## src/rtl/seq_pkg.sv

```systemverilog
// +----------------------------------------------------------------------------+
// | seq_pkg : shared constants, helpers and elaboration checks for the         |
// |           a ##[MIN:MAX] b sequence evaluator                               |
// | Revision : 1.0                                                             |
// +----------------------------------------------------------------------------+
`default_nettype none

package seq_pkg;

    localparam int MAX_DLY_LIMIT = 31;

    // Width needed to count up to MAX_DLY+1 simultaneous matches.
    function automatic int cnt_w(input int max_dly);
        return $clog2(max_dly + 2);
    endfunction

endpackage

`define SEQ_PARAM_CHECK(MIN_V, MAX_V) \
    if (((MIN_V) > (MAX_V)) || ((MAX_V) > seq_pkg::MAX_DLY_LIMIT) || ((MIN_V) < 0)) begin : g_param_err \
        $error("seq_delay_match: illegal delay window MIN_DLY=%0d MAX_DLY=%0d", MIN_V, MAX_V); \
    end

`default_nettype wire

```

## src/rtl/seq_popcount.sv

```systemverilog
// +----------------------------------------------------------------------------+
// | seq_popcount : combinational count of set bits in a vector                 |
// | Revision : 1.0                                                             |
// +----------------------------------------------------------------------------+
`default_nettype none

module seq_popcount #(
    parameter int WIDTH = 3,
    parameter int OUT_W = 2
) (
    input  logic [WIDTH-1:0] i_bits,
    output logic [OUT_W-1:0] o_count
);

    always_comb begin
        o_count = '0;
        for (int i = 0; i < WIDTH; i++) begin
            o_count = o_count + OUT_W'(i_bits[i]);
        end
    end

endmodule

`default_nettype wire

```

## src/rtl/seq_delay_match.sv

```systemverilog
// +----------------------------------------------------------------------------+
// | seq_delay_match : evaluates a ##[MIN_DLY:MAX_DLY] b over overlapping        |
// |                   attempts, with first_match, disable iff and cover count  |
// | Revision : 1.0                                                             |
// +----------------------------------------------------------------------------+
`default_nettype none

module seq_delay_match
    import seq_pkg::*;
#(
    parameter int MIN_DLY     = 1,
    parameter int MAX_DLY     = 2,
    parameter bit FIRST_MATCH = 1'b1,
    parameter int CNT_W       = 16
) (
    input  logic                        clk,
    input  logic                        rst_n,
    input  logic                        a_i,
    input  logic                        b_i,
    input  logic                        disable_i,
    input  logic                        clear_cnt_i,
    output logic                        match_o,
    output logic [cnt_w(MAX_DLY)-1:0]   match_num_o,
    output logic                        fail_o,
    output logic                        active_o,
    output logic [CNT_W-1:0]            match_total_o
);

    `SEQ_PARAM_CHECK(MIN_DLY, MAX_DLY)

    localparam int c_NW = cnt_w(MAX_DLY);
    localparam int c_LW = (MAX_DLY > 0) ? MAX_DLY : 1;
    localparam int c_SW = ((CNT_W > c_NW) ? CNT_W : c_NW) + 1;
    localparam logic [c_SW-1:0] c_SAT = c_SW'({CNT_W{1'b1}});

    logic [c_LW-1:0]    r_live;
    logic [c_LW-1:0]    r_mflag;
    logic [c_LW-1:0]    w_live_nxt;
    logic [c_LW-1:0]    w_mflag_nxt;
    logic [MAX_DLY:0]   w_cur;
    logic [MAX_DLY:0]   w_curm;
    logic [MAX_DLY:0]   w_hit;
    logic               w_miss;
    logic [c_NW-1:0]    w_pop;
    logic [c_SW-1:0]    w_sum;
    logic [CNT_W-1:0]   w_total_nxt;

    logic               r_match;
    logic [c_NW-1:0]    r_num;
    logic               r_fail;
    logic               r_active;
    logic [CNT_W-1:0]   r_total;

    // Slot k of the age vector holds the attempt started k cycles ago.
    always_comb begin
        w_cur       = '0;
        w_curm      = '0;
        w_hit       = '0;
        w_live_nxt  = '0;
        w_mflag_nxt = '0;
        w_cur[0]    = a_i;
        for (int k = 1; k <= MAX_DLY; k++) begin
            w_cur[k]  = r_live[k-1];
            w_curm[k] = !FIRST_MATCH && r_mflag[k-1];
        end
        if (!disable_i) begin
            for (int k = MIN_DLY; k <= MAX_DLY; k++) begin
                w_hit[k] = w_cur[k] & b_i;
            end
            for (int k = 0; k < MAX_DLY; k++) begin
                w_live_nxt[k]  = w_cur[k] & ~(FIRST_MATCH & w_hit[k]);
                w_mflag_nxt[k] = w_curm[k] | (!FIRST_MATCH && w_hit[k]);
            end
        end
    end

    // An attempt reaching the window end without ever matching is a failure.
    assign w_miss = !disable_i && w_cur[MAX_DLY] && !b_i && !w_curm[MAX_DLY];

    seq_popcount #(
        .WIDTH (MAX_DLY + 1),
        .OUT_W (c_NW)
    ) u_popcount (
        .i_bits  (w_hit),
        .o_count (w_pop)
    );

    assign w_sum       = c_SW'(r_total) + c_SW'(w_pop);
    assign w_total_nxt = (w_sum > c_SAT) ? {CNT_W{1'b1}} : w_sum[CNT_W-1:0];

    always_ff @(posedge clk) begin
        if (!rst_n) begin
            r_live   <= '0;
            r_mflag  <= '0;
            r_match  <= 1'b0;
            r_num    <= '0;
            r_fail   <= 1'b0;
            r_active <= 1'b0;
            r_total  <= '0;
        end else begin
            r_live   <= w_live_nxt;
            r_mflag  <= w_mflag_nxt;
            r_match  <= |w_hit;
            r_num    <= w_pop;
            r_fail   <= w_miss;
            r_active <= |w_live_nxt;
            if (clear_cnt_i) begin
                r_total <= '0;
            end else begin
                r_total <= w_total_nxt;
            end
        end
    end

    assign match_o       = r_match;
    assign match_num_o   = r_num;
    assign fail_o        = r_fail;
    assign active_o      = r_active;
    assign match_total_o = r_total;

endmodule

`default_nettype wire

```

## config.mk

```make
export PLATFORM = sky130hd
export DESIGN_NAME = seq_delay_match
export DESIGN_NICKNAME = d
export VERILOG_FILES = /design/src/rtl/seq_pkg.sv /design/src/rtl/seq_popcount.sv /design/src/rtl/seq_delay_match.sv
export SDC_FILE = /design/constraint.sdc
export NUM_CORES = 1
export LEC_CHECK = 0
export ABC_CLOCK_PERIOD_IN_PS = 3000
export BUFFER_PORTS_ARGS = -buffer_cell sky130_fd_sc_hd__buf_2
export CORE_UTILIZATION = 25
export DETAILED_ROUTE_END_ITERATION = 6
export PLACE_DENSITY = 0.42
export SLEW_MARGIN = 0
export SYNTH_ARGS = -nofsm -noshare
export SYNTH_HDL_FRONTEND = slang
export SYNTH_SLANG_ARGS = --single-unit
```

## constraint.sdc

```tcl
create_clock -name clk -period 3 [get_ports clk]
set_input_delay 0.45 -clock clk [delete_from_list [all_inputs] [get_ports clk]]
set_output_delay 0.45 -clock clk [all_outputs]
set_load 0.01 [all_outputs]
```

Word-level counts from Yosys, hierarchy flattened. Index checks and enable logic that the tools add are counted.

Add/subtract/negate cells: 2. Magnitude comparators: 1. Muxes and demuxes: 3. Bitwise gates (word level): 5. Reductions and logical operators: 7.

Operators by type and width (number): $add A16 B2 Y17 (1); $gt A17 B16 Y1 const B (1); $mux W16 (1); $reduce_or A2 Y1 (3); $mux W2 (2); $and A1 B1 Y1 (3); $add A1 B1 Y2 (1); $logic_and A1 B1 Y1 (2); $logic_not A1 Y1 (2); $not A1 Y1 (2).

Bits in registers: 23. Bits of input ports: 6.

Longest topological paths before layout. Gate-level depths: netlist of run 1.

Depth in word-level cells: 6. Gate-level depth with buffers: 10. Depth with buffers taken out: 10.

By module. A second synthesis of run 1 with hierarchy kept.

Cells, all modules: 106. Area, all modules: 1081.0 um2.

By module, submodules not included: seq_delay_match (instances 1, cells each 105, area each 1061.0 um2); seq_popcount (instances 1, cells each 1, area each 20.0 um2).

Worst setup path after synthesis of run 1. OpenSTA, ideal clock, no wires.

Path kind: input-to-reg. From: in b_i. To: reg r_total[12] (netlist: match_total_o[12]). Arrival: 2290 ps. Slack: 624 ps. Stages: 9. Path buffers: 0. Path through: nor2b_1 -> and2_1 -> ha_1 -> ha_1 -> fa_1 -> nand4_1 -> nor2_2 -> and4_1 -> a211oi_1.

Longest elaborated chain between the ends: 6. Elaborated cells on any way between the ends: 7. Classes of those cells: add/sub: 2; order compare: 1; mux: 2; bitwise: 2.

RTL lines: start: declaration (RTL line seq_delay_match.sv:19) `input logic b_i,`; $and A1 B1 Y1 (RTL line seq_delay_match.sv:68) `w_hit[k] = w_cur[k] & b_i;`; $mux W2 (*) (RTL line seq_delay_match.sv:66) `if (!disable_i) begin`; $add A1 B1 Y2 (*) (RTL line seq_popcount.sv:18) `o_count = o_count + OUT_W'(i_bits[i]);`; net u_popcount.o_count[0] (RTL line seq_popcount.sv:12) `output logic [OUT_W-1:0] o_count`; $add A16 B2 Y17 (*) (RTL line seq_delay_match.sv:88) `assign w_sum = c_SW'(r_total) + c_SW'(w_pop);`; $gt A17 B16 Y1 (RTL line seq_delay_match.sv:89) `assign w_total_nxt = (w_sum > c_SAT) ? {CNT_W{1'b1}} : w_sum[CNT_W-1:0];`; $mux W16 (*) (RTL line seq_delay_match.sv:89); end signal: assignment (RTL line seq_delay_match.sv:110) `r_total <= w_total_nxt;`; end: declaration (RTL line seq_delay_match.sv:52) `logic [CNT_W-1:0] r_total;`.

Mark *: on every way through the listed nets, which the timed path passes. The rest lies on a longest branch. A chain may end at the register's enable or synchronous reset.

Worst setup path in the final report of run 1. Same ends and word-level chain as after synthesis.

==> flow_metrics.py, run 1 <==
metrics = {
    "route": {
        "via_per_inst": 4.66,
        "post_drt_wl_per_cell_um": 12.7,
        "drt-initial-drc-count": 62,
        "drtPass1Iterations": 4,
        "drc": 0,
        "wl_um": 2320,
        "num_vias": 853,
        "drt.antenna.violating_nets": 0,
    },
    "synthesis": {
        "synth_fp_nets": 115,
        "ys_seq_area_share_pct": 42.9,
        "synth_area_um2": 1070,
        "synthCells": 104,
        "synth_cell_types": 35,
        "yosys_warnings": 0,
        "synth-seq-cells": 23,
        "syn_area_per_cell_um2": 10.3,
    },
    "clocking": {
        "postCtsHoldBufs": 0,
        "cts_max_level": 1,
        "cts_max_path_buffers": 2,
        "post_cts_resized": 0,
        "clock-sinks": 23,
        "cts_made_buffers": 3,
        "clock_latency_ns": 0.26,
        "post_cts_buffers": 0,
        "cts_root_buffer": "clkbuf_8",
        "clk_pin_slew_worst_paths_ns": 0.08,
        "cts_tree": "done",
    },
    "worst_hold_path": {
        "min_to": "fail_o$_SDFF_PN0_",
        "hold_path_class": "in2reg",
        "hp-start": "b_i",
        "holdPathStages": 2,
    },
    "pwr": {
        "power_frac_comb_pct": 2.8,
        "ir_drop_v": 0.000206,
        "swShare_pct": 20.4,
        "intPower_uw": 407,
        "p_sw_uw": 104,
        "p_leak_nw": 0.525,
        "powerDensity_nw_per_um2": 390,
        "power_frac_seq_pct": 60.1,
        "clkPwrFrac_pct": 37.2,
    },
    "layout": {
        "layout.nets": 145,
        "area_growth_pct": 22.2,
        "layout_commonest_cell": "buf_2",
        "final_util_pct": 32.3,
        "stdcell_count": 183,
        "layout_common_cells": "26 x buf_2, 23 x dfxtp_1, 12 x a21oi_1",
        "fillCellCount": 430,
        "drive_gt1_share_pct": 31.6,
        "n_antenna_cell": 0,
    },
    "run": {
        "max_cap_viol_count": 0,
    },
    "critical_path": {
        "crit_type": "in2reg",
        "required_ns": 3.17,
        "crit_path_start_kind": "primary input",
        "path_max_fanout": 6,
        "critical_path_arrival_ns": 2.58,
        "cp-end-kind": "flop",
        "r2r_end": "match_total_o[12]$_SDFF_PP0_",
        "r2r-start": "r_live[0]$_SDFF_PN0_",
        "reg2reg_slack_ns": 0.73,
        "reg2reg_depth": 8,
    },
    "timing": {
        "drv_slew": 0,
        "setup-violations-final": 0,
        "maxSlewHeadroom_pct": 55.9,
        "worst_hold_slack_ns": 0.376,
        "period_needed_ns": 2.41,
        "fin_crit_sh_pct": 80.3,
        "setup_ws_ns": 0.592,
        "worstMarginPinSlew_ns": 0.662,
        "hold_viol": 0,
        "rsz0062_at_grt": "no",
        "clock_skew_ns": 0.00260,
        "setup-tns-final_ns": 0,
        "fmax_ghz": 0.415,
    },
    "floorplan": {
        "core-area_um2": 4060,
        "io_pins": 27,
        "die_width_um": 67.5,
        "die_height_um": 67.5,
        "rows": 23,
        "initial_core_util_pct": 26.4,
        "dieArea_um2": 4550,
    },
    "placed_design": {
        "gp_routability_congestion": 0.717,
        "preCtsSetupSlack_ns": 0.335,
        "place_hpwl_um": 1750,
        "numPortBuffers": 26,
        "placed_cells_incl_taps": 179,
    },
    "global_routing": {
        "grt_pass1_wl_um": 3840,
        "antenna_found_initial": 0,
        "grt_pass1_vias": 837,
        "overflow": 0,
        "grt_start_max_net_pins": 17,
        "grt.total_usage_pct": 11.4,
    },
    "outcome": {
        "run_status": "complete, no violations",
    },
}
==> worst max path at each step <==
stage | endpoint | start | depth (start not counted) | slack [ns]
finish | match_total_o[12]$_SDFF_PP0_ | b_i | 10 | 0.59
global route | match_total_o[12]$_SDFF_PP0_ | b_i | 10 | 0.46
CTS | match_total_o[12]$_SDFF_PP0_ | b_i | 10 | 0.59
detailed placement | match_total_o[12]$_SDFF_PP0_ | b_i | 10 | 0.33
global placement | match_total_o[12]$_SDFF_PP0_ | b_i | 10 | 0.41
floorplan | match_total_o[12]$_SDFF_PP0_ | b_i | 9 | 0.62
==> cell usage after synthesis <==
| cell | count | area share (%) |
|---|---|---|
| mux2i_1 | 1 | 0.93 |
| nor3_1 | 1 | 0.47 |
| a31oi_1 | 3 | 1.8 |
| nor2b_1 | 3 | 1.8 |
| nor4_2 | 2 | 2.3 |
| inv_1 | 2 | 0.70 |
| nand3_4 | 1 | 1.6 |
| nand2_1 | 5 | 1.8 |
| ha_1 | 4 | 4.7 |
| nand2b_1 | 2 | 1.2 |
| clkbuf_1 | 2 | 0.70 |
| nor4b_2 | 1 | 1.4 |
| nor2_2 | 1 | 0.58 |
| a311oi_1 | 2 | 1.6 |
| nor4bb_1 | 2 | 1.9 |
| or2_1 | 1 | 0.58 |
| nand3_1 | 2 | 0.93 |
| and3_1 | 1 | 0.58 |
| and4_1 | 2 | 1.6 |
| and2_1 | 3 | 1.8 |
| nand2_2 | 1 | 0.58 |
| a211oi_1 | 2 | 1.4 |
| a31o_2 | 1 | 0.82 |
| nand3_2 | 2 | 1.9 |
| nor4_4 | 2 | 4.0 |
| fa_1 | 1 | 1.9 |
| nand4_1 | 3 | 1.8 |
| nor2_1 | 5 | 1.8 |
| o21a_1 | 1 | 0.70 |
| and3b_1 | 1 | 0.82 |
| or2_2 | 1 | 0.58 |
| xnor2_1 | 7 | 5.7 |
| dfxtp_1 | 23 | 43 |
| xor2_1 | 1 | 0.82 |
| a21oi_1 | 12 | 5.6 |
==> metrics by stage <==
step                cell area (um^2)  total power, mW
floorplan                       1070            0.322
global placement                1260            0.329
detailed placement              1260            0.329
CTS                             1310            0.520
global route                    1310            0.537
finish                          1310            0.511
==> cell families after synthesis <==
| family | after synthesis | share of synthesized area [%] |
|---|---|---|
| XOR/XNOR | 8 | 6.53 |
| AND/OR/NAND/NOR | 42 | 29.8 |
| flip-flops | 23 | 42.9 |
| buffers and inverters | 4 | 1.40 |
| multiplexers | 1 | 0.934 |
| AO/OA/AOI/OAI | 21 | 11.9 |
| adder cells (fa/ha/maj) | 5 | 6.53 |
==> layout make-up <==
cell class                 count  area (um^2)  share of cell area, %
clock buffer                   4         45.0                   3.44
inverter                       2         7.51                  0.573
multi-input combinational     77          597                   45.6
sequential                    23          460                   35.1
tap                           50         62.6                   4.78
timing repair buffer          27          138                   10.5
==> sequential cells by signal (all words and copies together), names as in the netlist <==
register / flops
match_o: 1
fail_o: 1
match_num_o: 2
r_live: 2
active_o: 1
match_total_o: 16
==> worst max-delay path, cell delays in order <==
cell and delay, ns:
buf_2 0.11, nor2b_1 0.13, and2_1 0.17, ha_1 0.30, ha_1 0.21, fa_1 0.45, nand4_1 0.23, nor2_2 0.10
and4_1 0.21, a211oi_1 0.22
==> power groups by stage <==
stage          combinational [mW]  sequential (mW)  clock [mW]
2_1_floorplan             0.00694            0.315           0
3_3_place_gp               0.0143            0.314           0
3_5_place_dp               0.0143            0.314           0
4_1_cts                    0.0144            0.307       0.198
5_1_grt                    0.0158            0.308       0.214
6_report                   0.0143            0.307       0.190
==> routing by layer <==
layer  global-route usage [%]  up-vias  routed length, um
met5                        0        -                  0
met2                     18.7       11               1090
met4                     2.39        0                 17
met3                     4.05        2                 85
met1                     14.2      399               1130
li1                         -      441                  -
Note: power is estimated with default switching activity, not from simulation.
==> run 2, diff against run 1 <==
- ABC_CLOCK_PERIOD_IN_PS: 3000 -> 2270
- clock period: 3 -> 2.27 ns (I/O delays scaled with it)
==> flow_metrics.py, run 2 (synthesized netlist as in run 1, its figures left out) <==
metrics = {
    "pwr": {
        "p_leak_nw": 0.558,
        "powerDensity_nw_per_um2": 505,
        "ir_drop_v": 0.000222,
        "finalPower_uw": 690,
    },
    "layout": {
        "largest_reg_flops": 16,
        "layout_commonest_cell": "buf_2",
        "layout.nets": 152,
        "seqCellArea_um2": 460,
        "final_util_pct": 33.7,
        "multi_input_area_um2": 599,
        "fillCellCount": 434,
        "drive_gt1_share_pct": 36.4,
        "area_growth_pct": 27.4,
        "layout_common_cells": "26 x buf_2, 23 x dfxtp_1, 12 x a21oi_1",
        "n_antenna_cell": 0,
    },
    "global_routing": {
        "grtUsageMet2_pct": 17.9,
        "grt_pass1_vias": 827,
        "overflow": 0,
        "antenna_found_initial": 0,
        "grt_pass1_wl_um": 3910,
        "grt.total_usage_pct": 11.8,
        "busiest_layer": "met2",
        "grtUsageMet1_pct": 15.6,
        "grt.met3_usage_pct": 2.03,
        "grt_start_max_net_pins": 17,
    },
    "clocking": {
        "clk_pin_slew_worst_paths_ns": 0.09,
        "cts_max_path_buffers": 2,
        "clock-sinks": 23,
        "clock_latency_ns": 0.27,
        "post_cts_buffers": 0,
        "cts_tree": "done",
        "cts_root_buffer": "clkbuf_8",
        "cts_max_level": 1,
        "cts_made_buffers": 3,
    },
    "floorplan": {
        "initial_core_util_pct": 26.4,
        "die_width_um": 67.5,
        "io_pins": 27,
        "rows": 23,
        "die_height_um": 67.5,
        "dieArea_um2": 4550,
        "core-area_um2": 4060,
    },
    "critical_path": {
        "path_max_fanout": 6,
        "crit_type": "in2reg",
        "required_ns": 2.45,
        "crit_path_start_kind": "primary input",
        "cp-end-kind": "flop",
        "critical_path_arrival_ns": 2.32,
    },
    "timing": {
        "period_needed_ns": 2.14,
        "maxSlewHeadroom_pct": 57.3,
        "rsz0062_at_grt": "no",
        "fmax_ghz": 0.466,
        "drv_slew": 0,
        "setup-violations-final": 0,
        "fin_crit_sh_pct": 94.4,
        "clock_skew_ns": 0.00317,
        "hold_viol": 0,
        "setup-tns-final_ns": 0,
        "worstMarginPinSlew_ns": 0.640,
        "setup_ws_ns": 0.126,
    },
    "route": {
        "drt.antenna.violating_nets": 0,
        "via_per_inst": 4.54,
        "drc": 0,
        "drt-initial-drc-count": 31,
        "drtPass1Iterations": 2,
        "post_drt_wl_per_cell_um": 12.7,
        "wl_um": 2410,
        "num_vias": 863,
    },
    "placed_design": {
        "preCtsSetupSlack_ns": -0.212,
        "numPortBuffers": 26,
        "place_hpwl_um": 1790,
        "gp_routability_congestion": 0.724,
    },
    "outcome": {
        "run_status": "complete, no violations",
    },
    "worst_hold_path": {
        "hold_path_class": "in2reg",
    },
    "run": {
        "max_cap_viol_count": 0,
    },
}
-- run 2: cell types whose count changed in the layout (fill, tap and decap cells not counted), sizes merged --
| cell | delta |
|---|---|
| clkinv | +1 |
| clkbuf | -1 |
| buf | +7 |
-- run 2: where the power goes --
part	switching (mW)	internal, mW	total, mW
registers	0.000723	0.405	0.406
clock network	0.140	0.123	0.263
logic	0.0112	0.0101	0.0213
total	0.152	0.538	0.690
-- run 2: cell type report --
| type | count | area share, % |
|---|---|---|
| inverters | 2 | 0.549 |
| well taps | 50 | 4.58 |
| flip-flops and latches | 23 | 33.7 |
| multi-input cells | 77 | 43.9 |
| clock inverters | 1 | 0.366 |
| clock buffers | 3 | 3.02 |
| repair buffers | 34 | 13.9 |
-- run 2: critical path: stages --
cell and delay, ns:
buf_2 0.10, nor2b_1 0.13, and2_1 0.16, ha_1 0.30
ha_1 0.22, fa_2 0.37, nand4_1 0.18, nor2_2 0.09
and4_1 0.20, a211oi_1 0.22
-- run 2: timing repair --
| item | CTS | global route |
|---|---|---|
| endpoints found under the hold margin | 0 | 0 |
| hold buffers | 0 | 0 |
| gates resized for setup | 0 | 1 |
| setup endpoints to repair | 0 | 1 |
-- run 2: routing by layer --
metal / up-vias / share of wire (%)
met5: - / 0
met4: 0 / 1.9
met3: 4 / 2.7
met2: 11 / 45
met1: 398 / 51
li1: 450 / -
-- run 2: path summary, 6_finish.rpt --
path / cells past startpoint / slack, ns / start / endpoint
worst min register to register: 1 / 0.49 / r_live[1]$_SDFF_PN0_ / fail_o$_SDFF_PN0_
worst min-delay path: 3 / 0.33 / b_i / fail_o$_SDFF_PN0_
worst max register to register: 8 / 0.13 / r_live[0]$_SDFF_PN0_ / match_total_o[12]$_SDFF_PP0_
worst max-delay path: 10 / 0.13 / b_i / match_total_o[12]$_SDFF_PP0_
-- run 2: stage by stage --
step	cell area [um^2]	hold WS [ns]	instances
floorplan	1070	0.416	104
global placement	1320	0.478	186
detailed placement	1320	0.474	186
CTS	1360	0.327	190
global route	1370	0.336	190
finish	1370	0.329	190
==> run 3, diff against run 2 <==
- ABC_CLOCK_PERIOD_IN_PS: 2270 -> 2700
- RECOVER_POWER: unset -> 100
- clock period: 2.27 -> 2.7 ns (I/O delays scaled with it)
==> flow_metrics.py, run 3 (synthesized netlist as in run 1, its figures left out) <==
metrics = {
    "global_routing": {
        "grt_pass1_wl_um": 3810,
        "grt.total_usage_pct": 11.3,
        "antenna_found_initial": 0,
        "overflow": 0,
        "grt_start_max_net_pins": 17,
        "grt_pass1_vias": 804,
    },
    "placed_design": {
        "gp_routability_congestion": 0.699,
        "numPortBuffers": 26,
        "place_hpwl_um": 1730,
    },
    "critical_path": {
        "critical_path_arrival_ns": 2.56,
        "crit_type": "in2reg",
        "path_max_fanout": 6,
        "cp-end-kind": "flop",
        "crit_path_start_kind": "primary input",
        "required_ns": 2.87,
    },
    "clocking": {
        "clk_pin_slew_worst_paths_ns": 0.09,
        "cts_tree": "done",
        "clock-sinks": 23,
        "cts_root_buffer": "clkbuf_8",
        "cts_max_path_buffers": 2,
        "postCtsHoldBufs": 0,
        "post_cts_buffers": 0,
        "cts_max_level": 1,
        "clock_latency_ns": 0.26,
        "post_cts_resized": 0,
        "cts_made_buffers": 3,
    },
    "floorplan": {
        "initial_core_util_pct": 26.4,
        "rows": 23,
        "die_height_um": 67.5,
        "dieArea_um2": 4550,
        "io_pins": 27,
        "die_width_um": 67.5,
        "core-area_um2": 4060,
    },
    "route": {
        "drt.antenna.violating_nets": 0,
        "drt-initial-drc-count": 69,
        "drc": 0,
        "num_vias": 862,
        "drtPass1Iterations": 4,
        "via_per_inst": 4.71,
        "post_drt_wl_per_cell_um": 12.9,
        "wl_um": 2370,
    },
    "layout": {
        "layout_common_cells": "23 x dfxtp_1, 23 x clkbuf_1, 12 x a21oi_1",
        "n_antenna_cell": 0,
        "fillCellCount": 442,
        "layout.nets": 145,
        "drive_gt1_share_pct": 12.0,
        "area_growth_pct": 17.2,
        "largest_reg_flops": 16,
    },
    "outcome": {
        "run_status": "complete, no violations",
    },
    "timing": {
        "worstMarginPinSlew_ns": 0.639,
        "clock_skew_ns": 0.00271,
        "setup-tns-final_ns": 0,
        "setup-violations-final": 0,
        "rsz0062_at_grt": "no",
        "period_needed_ns": 2.39,
        "maxSlewHeadroom_pct": 57.4,
        "hold_viol": 0,
        "worst_hold_slack_ns": 0.347,
        "fmax_ghz": 0.419,
        "fin_crit_sh_pct": 88.3,
        "drv_slew": 0,
    },
    "worst_hold_path": {
        "hold_path_class": "in2reg",
    },
    "run": {
        "max_cap_viol_count": 0,
    },
    "pwr": {
        "powerDensity_nw_per_um2": 455,
        "p_leak_nw": 0.410,
        "ir_drop_v": 0.000181,
    },
}
[run 3: cell type report]
cell class,instances,area [um^2],area share [%]
Multi-Input combinational cell,77,571,45.4
Clock buffer,3,41.3,3.29
Inverter,2,7.51,0.598
Tap cell,50,62.6,4.98
Timing Repair Buffer,27,109,8.67
Clock inverter,1,5.00,0.398
Sequential cell,23,460,36.7
[run 3: layer usage]
layer | vias to the layer above | routed length, um | part of all wire [%] | GRT usage [%]
met3 | 2 | 84 | 3.6 | 2.70
met1 | 414 | 1130 | 48 | 14.9
li1 | 437 | - | - | -
met4 | 0 | 17 | 0.72 | 3.99
met2 | 9 | 1130 | 48 | 17.7
met5 | - | 0 | 0 | 0
[run 3: through the flow]
stage	utilization (%)	worst slack, ns	power (mW)	area [um^2]	cells
global route	31.0	0.138	0.601	1260	183
detailed placement	31.2	0.0779	0.365	1260	179
CTS	32.3	0.336	0.582	1310	183
floorplan	-	0.369	0.358	1070	104
finish	31.0	0.315	0.572	1260	183
global placement	31.2	0.151	0.365	1260	179
[run 3: power breakdown]
group	switching (mW)	internal, mW
Sequential	0.000594	0.341
Combinational	0.00907	0.00590
Clock	0.112	0.103
Total	0.122	0.450
[run 3: critical path, cell delays in order]
cell      delay, ns
clkbuf_1       0.11
nor2b_1        0.18
and2_0         0.18
ha_1           0.25
ha_1           0.21
fa_1           0.46
nand4_1        0.20
nor2_1         0.13
and4_1         0.21
a211oi_1       0.22
[run 3: worst paths after layout]
check	start	endpoint	cells after the start	slack, ns
min reg2reg	r_live[1]$_SDFF_PN0_	fail_o$_SDFF_PN0_	1	0.48
max	b_i	match_total_o[12]$_SDFF_PP0_	10	0.31
max reg2reg	r_live[0]$_SDFF_PN0_	match_total_o[12]$_SDFF_PP0_	8	0.41
min	disable_i	fail_o$_SDFF_PN0_	2	0.35
